===== src/rtl/riscv_pkg.sv =====
// Shared RV32M definitions: funct3 encodings, mul/div FSM states, conditional negate.
// Latency: n/a (types, constants and a pure function only).
// Backpressure: n/a.
package riscv_pkg;

    localparam int XLEN = 32;

    localparam logic [2:0] F3_MUL    = 3'b000;
    localparam logic [2:0] F3_MULH   = 3'b001;
    localparam logic [2:0] F3_MULHSU = 3'b010;
    localparam logic [2:0] F3_MULHU  = 3'b011;
    localparam logic [2:0] F3_DIV    = 3'b100;
    localparam logic [2:0] F3_DIVU   = 3'b101;
    localparam logic [2:0] F3_REM    = 3'b110;
    localparam logic [2:0] F3_REMU   = 3'b111;

    typedef enum logic [1:0] {
        IDLE = 2'd0,
        BUSY = 2'd1,
        DONE = 2'd2
    } muldiv_state_t;

    // Two's-complement negate when neg is set; used to move between magnitude and signed form.
    function automatic logic [XLEN-1:0] cond_neg(input logic [XLEN-1:0] v, input logic neg);
        return neg ? (~v + 1'b1) : v;
    endfunction

endpackage


===== src/rtl/md_div_core.sv =====
// Iterative unsigned restoring divider, one quotient bit per step.
// Latency: XLEN steps after load; quo_nxt/rem_nxt show the value after the current step.
// Backpressure: none; advances only when step is high, holds otherwise.
module md_div_core #(
    parameter int XLEN = 32
) (
    input  logic            clk,
    input  logic            rst,
    input  logic            load,
    input  logic            step,
    input  logic [XLEN-1:0] dividend,
    input  logic [XLEN-1:0] divisor,
    output logic [XLEN-1:0] quo_nxt,
    output logic [XLEN-1:0] rem_nxt
);

    logic [XLEN-1:0] quo_q;
    logic [XLEN:0]   rem_q;
    logic [XLEN-1:0] dvsr_q;

    logic [XLEN+1:0] shifted;
    logic [XLEN+1:0] diff;
    logic [XLEN:0]   rem_w;

    // Trial subtraction: shift the next dividend bit into the partial remainder and
    // keep the difference only if it did not go negative.
    always_comb begin
        shifted = {rem_q, quo_q[XLEN-1]};
        diff    = shifted - {2'b00, dvsr_q};
        if (!diff[XLEN+1]) begin
            rem_w   = diff[XLEN:0];
            quo_nxt = {quo_q[XLEN-2:0], 1'b1};
        end else begin
            rem_w   = shifted[XLEN:0];
            quo_nxt = {quo_q[XLEN-2:0], 1'b0};
        end
        rem_nxt = rem_w[XLEN-1:0];
    end

    // Divider state: the quotient register starts as the dividend and fills from the LSB.
    always_ff @(posedge clk or negedge rst) begin
        if (!rst) begin
            quo_q  <= '0;
            rem_q  <= '0;
            dvsr_q <= '0;
        end else if (load) begin
            quo_q  <= dividend;
            rem_q  <= '0;
            dvsr_q <= divisor;
        end else if (step) begin
            quo_q  <= quo_nxt;
            rem_q  <= rem_w;
        end
    end

endmodule


===== src/rtl/ex_muldiv_unit.sv =====
// RV32M multiply/divide unit in EX: iterative shift-add multiply, restoring divide.
// Latency: 33 cycles start-to-done (1 cycle for divide-by-zero and signed overflow).
// Backpressure: stall_o holds the front of the pipe while busy; result valid for one done_o cycle.
module ex_muldiv_unit #(
    parameter int XLEN  = 32,
    parameter int CNT_W = 6
) (
    input  logic            clk,
    input  logic            rst,
    input  logic            start_i,
    input  logic [2:0]      funct3_i,
    input  logic [XLEN-1:0] a_i,
    input  logic [XLEN-1:0] b_i,
    input  logic [4:0]      rd_i,
    input  logic            flush_i,
    output logic            stall_o,
    output logic            done_o,
    output logic [XLEN-1:0] result_o,
    output logic [4:0]      rd_o
);

    import riscv_pkg::*;

    muldiv_state_t state_q, state_d;

    logic [CNT_W-1:0]  cnt_q;
    logic [2:0]        f3_q;
    logic [4:0]        rd_q;
    logic              neg_q;
    logic              rneg_q;
    logic [XLEN-1:0]   mcand_q;
    logic [2*XLEN-1:0] acc_q;
    logic [XLEN-1:0]   result_q;
    logic [4:0]        rd_out_q;

    logic              start_go;
    logic              last;
    logic              sa, sb;
    logic [XLEN-1:0]   ma, mb;
    logic              fast;
    logic [XLEN-1:0]   fast_res;
    logic [XLEN:0]     psum;
    logic [2*XLEN-1:0] acc_nxt;
    logic [2*XLEN-1:0] prod_fix;
    logic [XLEN-1:0]   q_nxt, r_nxt;
    logic [XLEN-1:0]   final_res;

    assign start_go = (state_q == IDLE) && start_i && !flush_i;
    assign last     = (cnt_q == CNT_W'(XLEN - 1));
    assign result_o = result_q;
    assign rd_o     = rd_out_q;

    // Operand decode at start: operand signs, magnitudes and the single-cycle special cases.
    always_comb begin
        sa = a_i[XLEN-1] && ((funct3_i == F3_MULH) || (funct3_i == F3_MULHSU) ||
                             (funct3_i == F3_DIV)  || (funct3_i == F3_REM));
        sb = b_i[XLEN-1] && ((funct3_i == F3_MULH) || (funct3_i == F3_DIV) ||
                             (funct3_i == F3_REM));
        ma = cond_neg(a_i, sa);
        mb = cond_neg(b_i, sb);
        fast = funct3_i[2] && ((b_i == '0) ||
               (!funct3_i[0] && (a_i == {1'b1, {(XLEN-1){1'b0}}}) && (b_i == '1)));
        if (b_i == '0) begin
            fast_res = funct3_i[1] ? a_i : '1;
        end else begin
            // Signed overflow: quotient is the dividend itself, remainder is zero.
            fast_res = funct3_i[1] ? '0 : a_i;
        end
    end

    // One multiply iteration on the accumulator: add the multiplicand into the high half
    // when the current multiplier bit is set, then shift the whole thing right.
    always_comb begin
        psum     = {1'b0, acc_q[2*XLEN-1:XLEN]} + (acc_q[0] ? {1'b0, mcand_q} : '0);
        acc_nxt  = {psum, acc_q[XLEN-1:1]};
        prod_fix = neg_q ? (~acc_nxt + 1'b1) : acc_nxt;
        if (f3_q[2]) begin
            final_res = f3_q[1] ? cond_neg(r_nxt, rneg_q) : cond_neg(q_nxt, neg_q);
        end else begin
            final_res = (f3_q == F3_MUL) ? prod_fix[XLEN-1:0] : prod_fix[2*XLEN-1:XLEN];
        end
    end

    md_div_core #(.XLEN(XLEN)) u_div (
        .clk      (clk),
        .rst      (rst),
        .load     (start_go),
        .step     ((state_q == BUSY) && !flush_i),
        .dividend (ma),
        .divisor  (mb),
        .quo_nxt  (q_nxt),
        .rem_nxt  (r_nxt)
    );

    // FSM state register.
    always_ff @(posedge clk or negedge rst) begin
        if (!rst) begin
            state_q <= IDLE;
        end else begin
            state_q <= state_d;
        end
    end

    // Next state and handshake outputs; stall drops in DONE so the pipe advances with the result.
    always_comb begin
        state_d = state_q;
        stall_o = 1'b0;
        done_o  = 1'b0;
        case (state_q)
            IDLE: begin
                if (start_go) begin
                    stall_o = 1'b1;
                    state_d = fast ? DONE : BUSY;
                end
            end
            BUSY: begin
                stall_o = 1'b1;
                if (flush_i) begin
                    state_d = IDLE;
                end else if (last) begin
                    state_d = DONE;
                end
            end
            DONE: begin
                done_o  = 1'b1;
                state_d = IDLE;
            end
            default: state_d = IDLE;
        endcase
    end

    // Datapath: latch the operation at start, iterate while busy, commit the result on the last step.
    always_ff @(posedge clk or negedge rst) begin
        if (!rst) begin
            cnt_q    <= '0;
            f3_q     <= '0;
            rd_q     <= '0;
            neg_q    <= 1'b0;
            rneg_q   <= 1'b0;
            mcand_q  <= '0;
            acc_q    <= '0;
            result_q <= '0;
            rd_out_q <= '0;
        end else if (start_go) begin
            cnt_q   <= '0;
            f3_q    <= funct3_i;
            rd_q    <= rd_i;
            neg_q   <= sa ^ sb;
            rneg_q  <= sa;
            mcand_q <= mb;
            acc_q   <= {{XLEN{1'b0}}, ma};
            if (fast) begin
                result_q <= fast_res;
                rd_out_q <= rd_i;
            end
        end else if (state_q == BUSY) begin
            if (flush_i) begin
                cnt_q <= '0;
            end else begin
                acc_q <= acc_nxt;
                cnt_q <= last ? '0 : cnt_q + 1'b1;
                if (last) begin
                    result_q <= final_res;
                    rd_out_q <= rd_q;
                end
            end
        end
    end

endmodule


===== config.mk =====
export PLATFORM = sky130hd
export DESIGN_NAME = ex_muldiv_unit
export DESIGN_NICKNAME = d
export VERILOG_FILES = /design/src/rtl/riscv_pkg.sv /design/src/rtl/md_div_core.sv /design/src/rtl/ex_muldiv_unit.sv
export SDC_FILE = /design/constraint.sdc
export NUM_CORES = 1
export LEC_CHECK = 0
export ABC_CLOCK_PERIOD_IN_PS = 4700
export BUFFER_PORTS_ARGS = -buffer_cell sky130_fd_sc_hd__buf_2
export CAP_MARGIN = 20
export CORE_MARGIN = 2
export CORE_UTILIZATION = 49
export CTS_CLUSTER_SIZE = 30
export DETAILED_ROUTE_END_ITERATION = 16
export PLACE_DENSITY = 0.7
export SETUP_SLACK_MARGIN = 0.3
export SLEW_MARGIN = 30
export SYNTH_ARGS = -nofsm -noshare
export SYNTH_HDL_FRONTEND = slang
export SYNTH_HIERARCHICAL = 1
export SYNTH_SLANG_ARGS = --single-unit

===== constraint.sdc =====
create_clock -name clk -period 4.7 [get_ports clk]
set_clock_uncertainty 0.15 [all_clocks]
set_input_delay 0.235 -clock clk [delete_from_list [all_inputs] [get_ports clk]]
set_output_delay 0.235 -clock clk [all_outputs]
set_load 0.05 [all_outputs]

# Word-level counts from Yosys, hierarchy flattened

Cells that the tools add are included.

Output and inout port bits: 39
Input port bits: 76
Word-level logic and storage cells: 107
Register bits after elaboration: 216

Equality and inequality tests: 13
Muxes and demuxes: 43
$add $sub $neg: 8
Bitwise operators: 6
Reduce and logical (&&, ||, !) cells: 25

Operators by type and width:

| operator              | number |
|---|---|
| $mux 32               | 18 |
| $mux 64               | 4 |
| $add 32x1->32 const B | 4 |
| $not 32->32           | 4 |
| $mux 33               | 3 |
| $add 64x1->64 const B | 1 |
| $eq 32x32->1 const B  | 2 |
| $not 64->64           | 1 |
| $sub 34x32->34        | 1 |
| $add 32x32->33        | 1 |
| $logic_not 32->1      | 1 |
| $mux 5                | 5 |
| $mux 6                | 4 |
| $logic_and 1x1->1     | 8 |
| $mux 2                | 4 |
| $add 6x1->6 const B   | 1 |
| $eq 3x3->1 const B    | 2 |
| $eq 6x5->1 const B    | 1 |
| $logic_or 1x1->1      | 6 |
| $reduce_bool 2->1     | 3 |
| $ne 2x1->1 const B    | 2 |
| $pmux 2 s2            | 1 |
| $reduce_and 2->1      | 2 |
| $reduce_and 4->1      | 1 |
| other kinds (12)      | 15 |

# Logic depth before layout (Yosys ltp)

Depth in word-level cells: 11
Depth in mapped cells: 24
Depth with buffers taken out: 22

# Modules after synthesis

Netlist, hierarchy kept.

By module, submodules not included:

| module         | cells each | area each (µm²) | seq. area each (µm²) | instances |
|---|---|---|---|---|
| ex_muldiv_unit | 1,813      | 13,675.6        | 3,778.6              | 1 |
| md_div_core    | 775        | 6,541.3         | 2,427.3              | 1 |

# Worst setup path after synthesis

No wires, ideal clock.

Kind: reg2reg
Start: register u_div.rem_q[5]
End: register result_q[30] (netlist: result_o[30])
Stages on the path, launching flop included: 22
Setup time: 0.129 ns
Required time: 4.421 ns
Buffers on the path: 2
Period minus slack after synthesis: 5.174 ns
Setup slack: -0.474 ns
Arrival: 4.895 ns
Cells stage by stage: dfrtp_1 > ha_1 > buf_2 > a211oi_2 > o211ai_1 > a211oi_2 > a21oi_2 > a21oi_4 > o32ai_2 > clkbuf_1 > o21ai_0 > nand2_1 > or4_1 > or3_1 > or4_1 > o31ai_1 > xor2_1 > a21oi_1 > o21ai_0 > o21ai_0 > a221o_1 > o21bai_1

Longest elaborated chain between the ends: 11
Elaborated cells on any way between the ends: 15
Classes of those cells: add/sub (3); mux (10); bitwise (2)

RTL lines:

| element                  | RTL line              | RTL |
|---|---|---|
| start: declaration       | md_div_core.sv:18     | `logic [XLEN:0] rem_q;` |
| start signal: assignment | md_div_core.sv:52     | `rem_q <= rem_w;` |
| $sub 34x32->34           | md_div_core.sv:29     | `diff = shifted - {2'b00, dvsr_q};` |
| $mux 33                  | md_div_core.sv:30     | `if (!diff[XLEN+1]) begin` |
| named net r_nxt[20]      | ex_muldiv_unit.sv:45  | `logic [XLEN-1:0] q_nxt, r_nxt;` |
| $not 32->32              | riscv_pkg.sv:25       | `return neg ? (~v + 1'b1) : v;` |
| $add 32x1->32            | riscv_pkg.sv:25       |  |
| $mux 32                  | riscv_pkg.sv:25       |  |
| $mux 32                  | ex_muldiv_unit.sv:78  | `final_res = f3_q[1] ? cond_neg(r_nxt, rneg_q) : cond_neg(q_nxt, neg_q);` |
| $mux 32                  | ex_muldiv_unit.sv:77  | `if (f3_q[2]) begin` |
| $mux 32                  | ex_muldiv_unit.sv:162 | `if (last) begin` |
| $mux 32                  | ex_muldiv_unit.sv:157 | `if (flush_i) begin` |
| $mux 32                  | ex_muldiv_unit.sv:156 | `end else if (state_q == BUSY) begin` |
| $mux 32                  | ex_muldiv_unit.sv:144 | `end else if (start_go) begin` |
| end signal: assignment   | ex_muldiv_unit.sv:153 | `result_q <= fast_res;` |
| end signal: assignment   | ex_muldiv_unit.sv:163 | `result_q <= final_res;` |
| end: declaration         | ex_muldiv_unit.sv:33  | `logic [XLEN-1:0] result_q;` |

The timed path passes the listed nets, and every way through them passes these cells. The select of a mux whose other input is x is not followed.
A chain may end at the register's enable or synchronous reset.

# Final worst setup path

Start: register u_div.rem_q[2]
End: register result_q[30] (netlist: result_o[30])

The elaborated chain is that of the path after synthesis.

==> impl_metrics.json <==
{
  "fin_cells": 3587,
  "vdd_ir_drop_max_uv": 944.6,
  "worstMarginPinSlew_ns": 1.116,
  "slew_violations": 0,
  "netlist_top_cells_area": "dfrtp_1 31%, nand2_1 8.4%, o21ai_0 5.4%, xnor2_1 5.3%, ha_1 4.4%",
  "syn_nets": 2737,
  "fin_crit_sh_pct": 111.3,
  "end_kind": "flip-flop",
  "grt_pass1_vias": 21548,
  "finalPower_mw": 18.78,
  "antenna_found_initial": 4,
  "htree_levels": 1,
  "fill_cells": 3359,
  "placed_cells": 3383,
  "drt_iter0_markers": 2587,
  "port_buffers": 114,
  "place_hpwl_um": 58130,
  "wl_met1_um": 32530,
  "power.density_mw_per_mm2": 698.4,
  "status": "finished with violations",
  "dr_wl_met3_um": 7726,
  "fin_crit_ns": 5.229,
  "wl_per_cell_um": 22.84,
  "synthesis.area_mm2": 0.02022,
  "synth_seq_area_share_pct": 30.70,
  "nets": 3182,
  "crit_path_start_kind": "flip-flop",
  "grt_max_degree": 115,
  "grt_overflow": 0,
  "setup_ws_ns": -0.5290,
  "synth_commonest_cells": "451 x nand2_1, 248 x dfrtp_1, 219 x o21ai_0, 188 x nor2_1, 148 x a21oi_1",
  "synth.avg_cell_area_um2": 7.812,
  "dr_wl_met2_um": 36940,
  "core-area_mm2": 0.04074,
  "clock-sinks": 248,
  "failed_checks": "negative setup slack",
  "drt-total-wl_um": 81910,
  "top_layer_used": "met5",
  "critPathKind": "reg -> reg",
  "drtPass1Iterations": 6,
  "rows": 74,
  "cp.arrival_ns": 5.55,
  "clk_latency_ns": 0.60,
  "die_x_um": 207.1,
  "slew_headroom_pct": 25.58,
  "p_leak_nw": 11.66,
  "placed_area_mm2": 0.02345,
  "synth_edf_count": 0,
  "hold_path_class": "in -> reg",
  "synth_most_common_cell": "nand2_1",
  "cts_root_buf": "clkbuf_16",
  "grt_util_all_layers_pct": 36.39,
  "cts_tree": "done",
  "final_area_mm2": 0.02689,
  "die_area_mm2": 0.04290,
  "clockBufferDepth": 3,
  "path_max_fanout": 7,
  "num_vias": 22483,
  "max_freq_ghz": 0.1912,
  "ys.flop_type": "dfrtp_1",
  "die_h_um": 207.1,
  "ios": 115,
  "worstPathRequired_ns": 5.02,
  "drv_cap": 0,
  "area_growth_pct": 33.00,
  "cts_buffers": 31,
  "grt_pass1_wl_um": 124000,
  "drtAntennaViolNets": 0,
  "final_util_pct": 66.00,
  "hold_violations": 0,
  "yosysWarnings": 6,
  "synth_cell_types": 89,
  "ys_ff_latch": 248,
  "rsz0062_at_grt": "true",
  "via_per_inst": 6.268,
  "setup_viol": 28,
  "synthArstFlopShare_pct": 100.0,
  "synth_top_area_share_pct": 30.70,
  "place_congestion": 1.064,
  "drive_above_1_share_pct": 25.38,
  "holdWs_ns": 0.02195,
  "start_util_pct": 49.63,
  "drc": 0,
  "syn_inst": 2588,
  "clk_pin_slew_ns": 0.07,
  "yosys.area.top_type": "dfrtp_1"
}
[routing by layer]
layer  track usage (%)  vias to the layer above
met4             15.20                        4
met5                 0                        -
met1             47.20                    10805
li1                  -                    10205
met3             8.717                      311
met2             58.20                     1158
[path summary, 6_finish.rpt]
check / startpoint / endpoint / slack [ns] / cells after the start
setup / recovery: u_div/rem_q[2] / result_o[30] / -0.53 / 22
hold / removal: b_i[1] / mcand_q[3] / 0.02 / 5
setup reg to reg: u_div/rem_q[2] / result_o[30] / -0.53 / 22
hold reg to reg: mcand_q[20] / mcand_q[20] / 0.32 / 2
max in group asynchronous: rst / acc_q[13] / 2.97 / 4
min in group asynchronous: rst / mcand_q[21] / 0.51 / 3
[flip-flops by register name (all words and copies together) (netlist names), 2 cells and up]
name and flops:
rd_q 5, cnt_q 6, u_div/dvsr_q 32, mcand_q 32
f3_q 3, result_o 32, rd_o 5, state_q 2
acc_q 64, u_div/rem_q 33, u_div/quo_q 32
[kinds of logic (layout without fill, tap and decap cells)]
kind of cell,count (synthesis),in the layout,synth area share [%]
AND/OR/NAND/NOR,954,954,21.79
AO/OA/AOI/OAI,781,781,25.38
buffers and inverters,265,731,5.564
flip-flops,248,248,30.70
XOR/XNOR,217,217,9.401
adder cells (fa/ha/maj),73,73,4.592
multiplexers,50,50,2.575
other,0,1,0
[per-stage QoR]
step	TNS, ns	setup WS [ns]
CTS	-6.104	-0.4224
detailed placement	-7.709	-0.5585
finish	-8.934	-0.5290
global route	-13.76	-0.6967
floorplan	-0.8201	-0.2784
global placement	-5.262	-0.4637
[cells in the final DEF (no fill, tap or decap), drive strengths merged, types with 28 or more instances in the layout]
cell type,netlist,routed
buf,52,532
nand2,451,451
dfrtp,248,248
o21ai,234,234
nor2,188,188
a21oi,150,150
xnor2,123,123
xor2,94,94
inv,74,75
ha,71,71
dlygate4sd3,0,69
a31oi,61,61
o31ai,60,60
nand3,59,59
nor3,44,44
mux2i,43,43
clkbuf,137,42
and2,40,40
o211ai,35,35
a311oi,34,34
a211oi,32,32
or4,29,29
a21o,28,28
[worst max-delay path, cell delays in order (launching register included)]
cell and delay, ns:
dfrtp_1 0.40, ha_1 0.33, o21a_1 0.13, o31a_1 0.17
o211ai_1 0.15, a21oi_2 0.27, a21oi_4 0.10, buf_6 0.12
o311a_4 0.40, buf_16 0.18, o21ai_4 0.17, nand2_2 0.09
or4_4 0.55, buf_6 0.14, nor4_4 0.24, nand3_4 0.20
o31ai_4 0.27, xor2_1 0.17, a21oi_1 0.09, o21ai_1 0.17
o21ai_1 0.10, a221o_1 0.34, o21bai_1 0.15
[repair_timing]
action                                  in CTS  in global routing
hold buffers                                68                  1
endpoints found under the setup margin      31                 31
buffers inserted                            55                 23
gates cloned                                 1                  0
gates resized for setup                    135                103
endpoints found under the hold margin      226                  8
pin swaps                                   69                 62
[area by class of cell]
class / instances / area, um2 / area share (%)
antenna: 1 / 2.502 / 0.009307
inverter: 76 / 297.8 / 1.107
clock buffer: 42 / 857.1 / 3.188
sequential: 248 / 6211 / 23.10
multi-input combinational: 2075 / 13980 / 51.99
clock inverter: 12 / 190.2 / 0.7073
tap: 532 / 665.6 / 2.476
timing repair buffer: 601 / 4684 / 17.42
[power breakdown]
part / internal [mW] / switching, mW
clock: 1.53 / 1.01
combinational: 5.90 / 7.07
sequential: 2.66 / 0.610
total: 10.1 / 8.68
(Power assumes the default switching activity.)
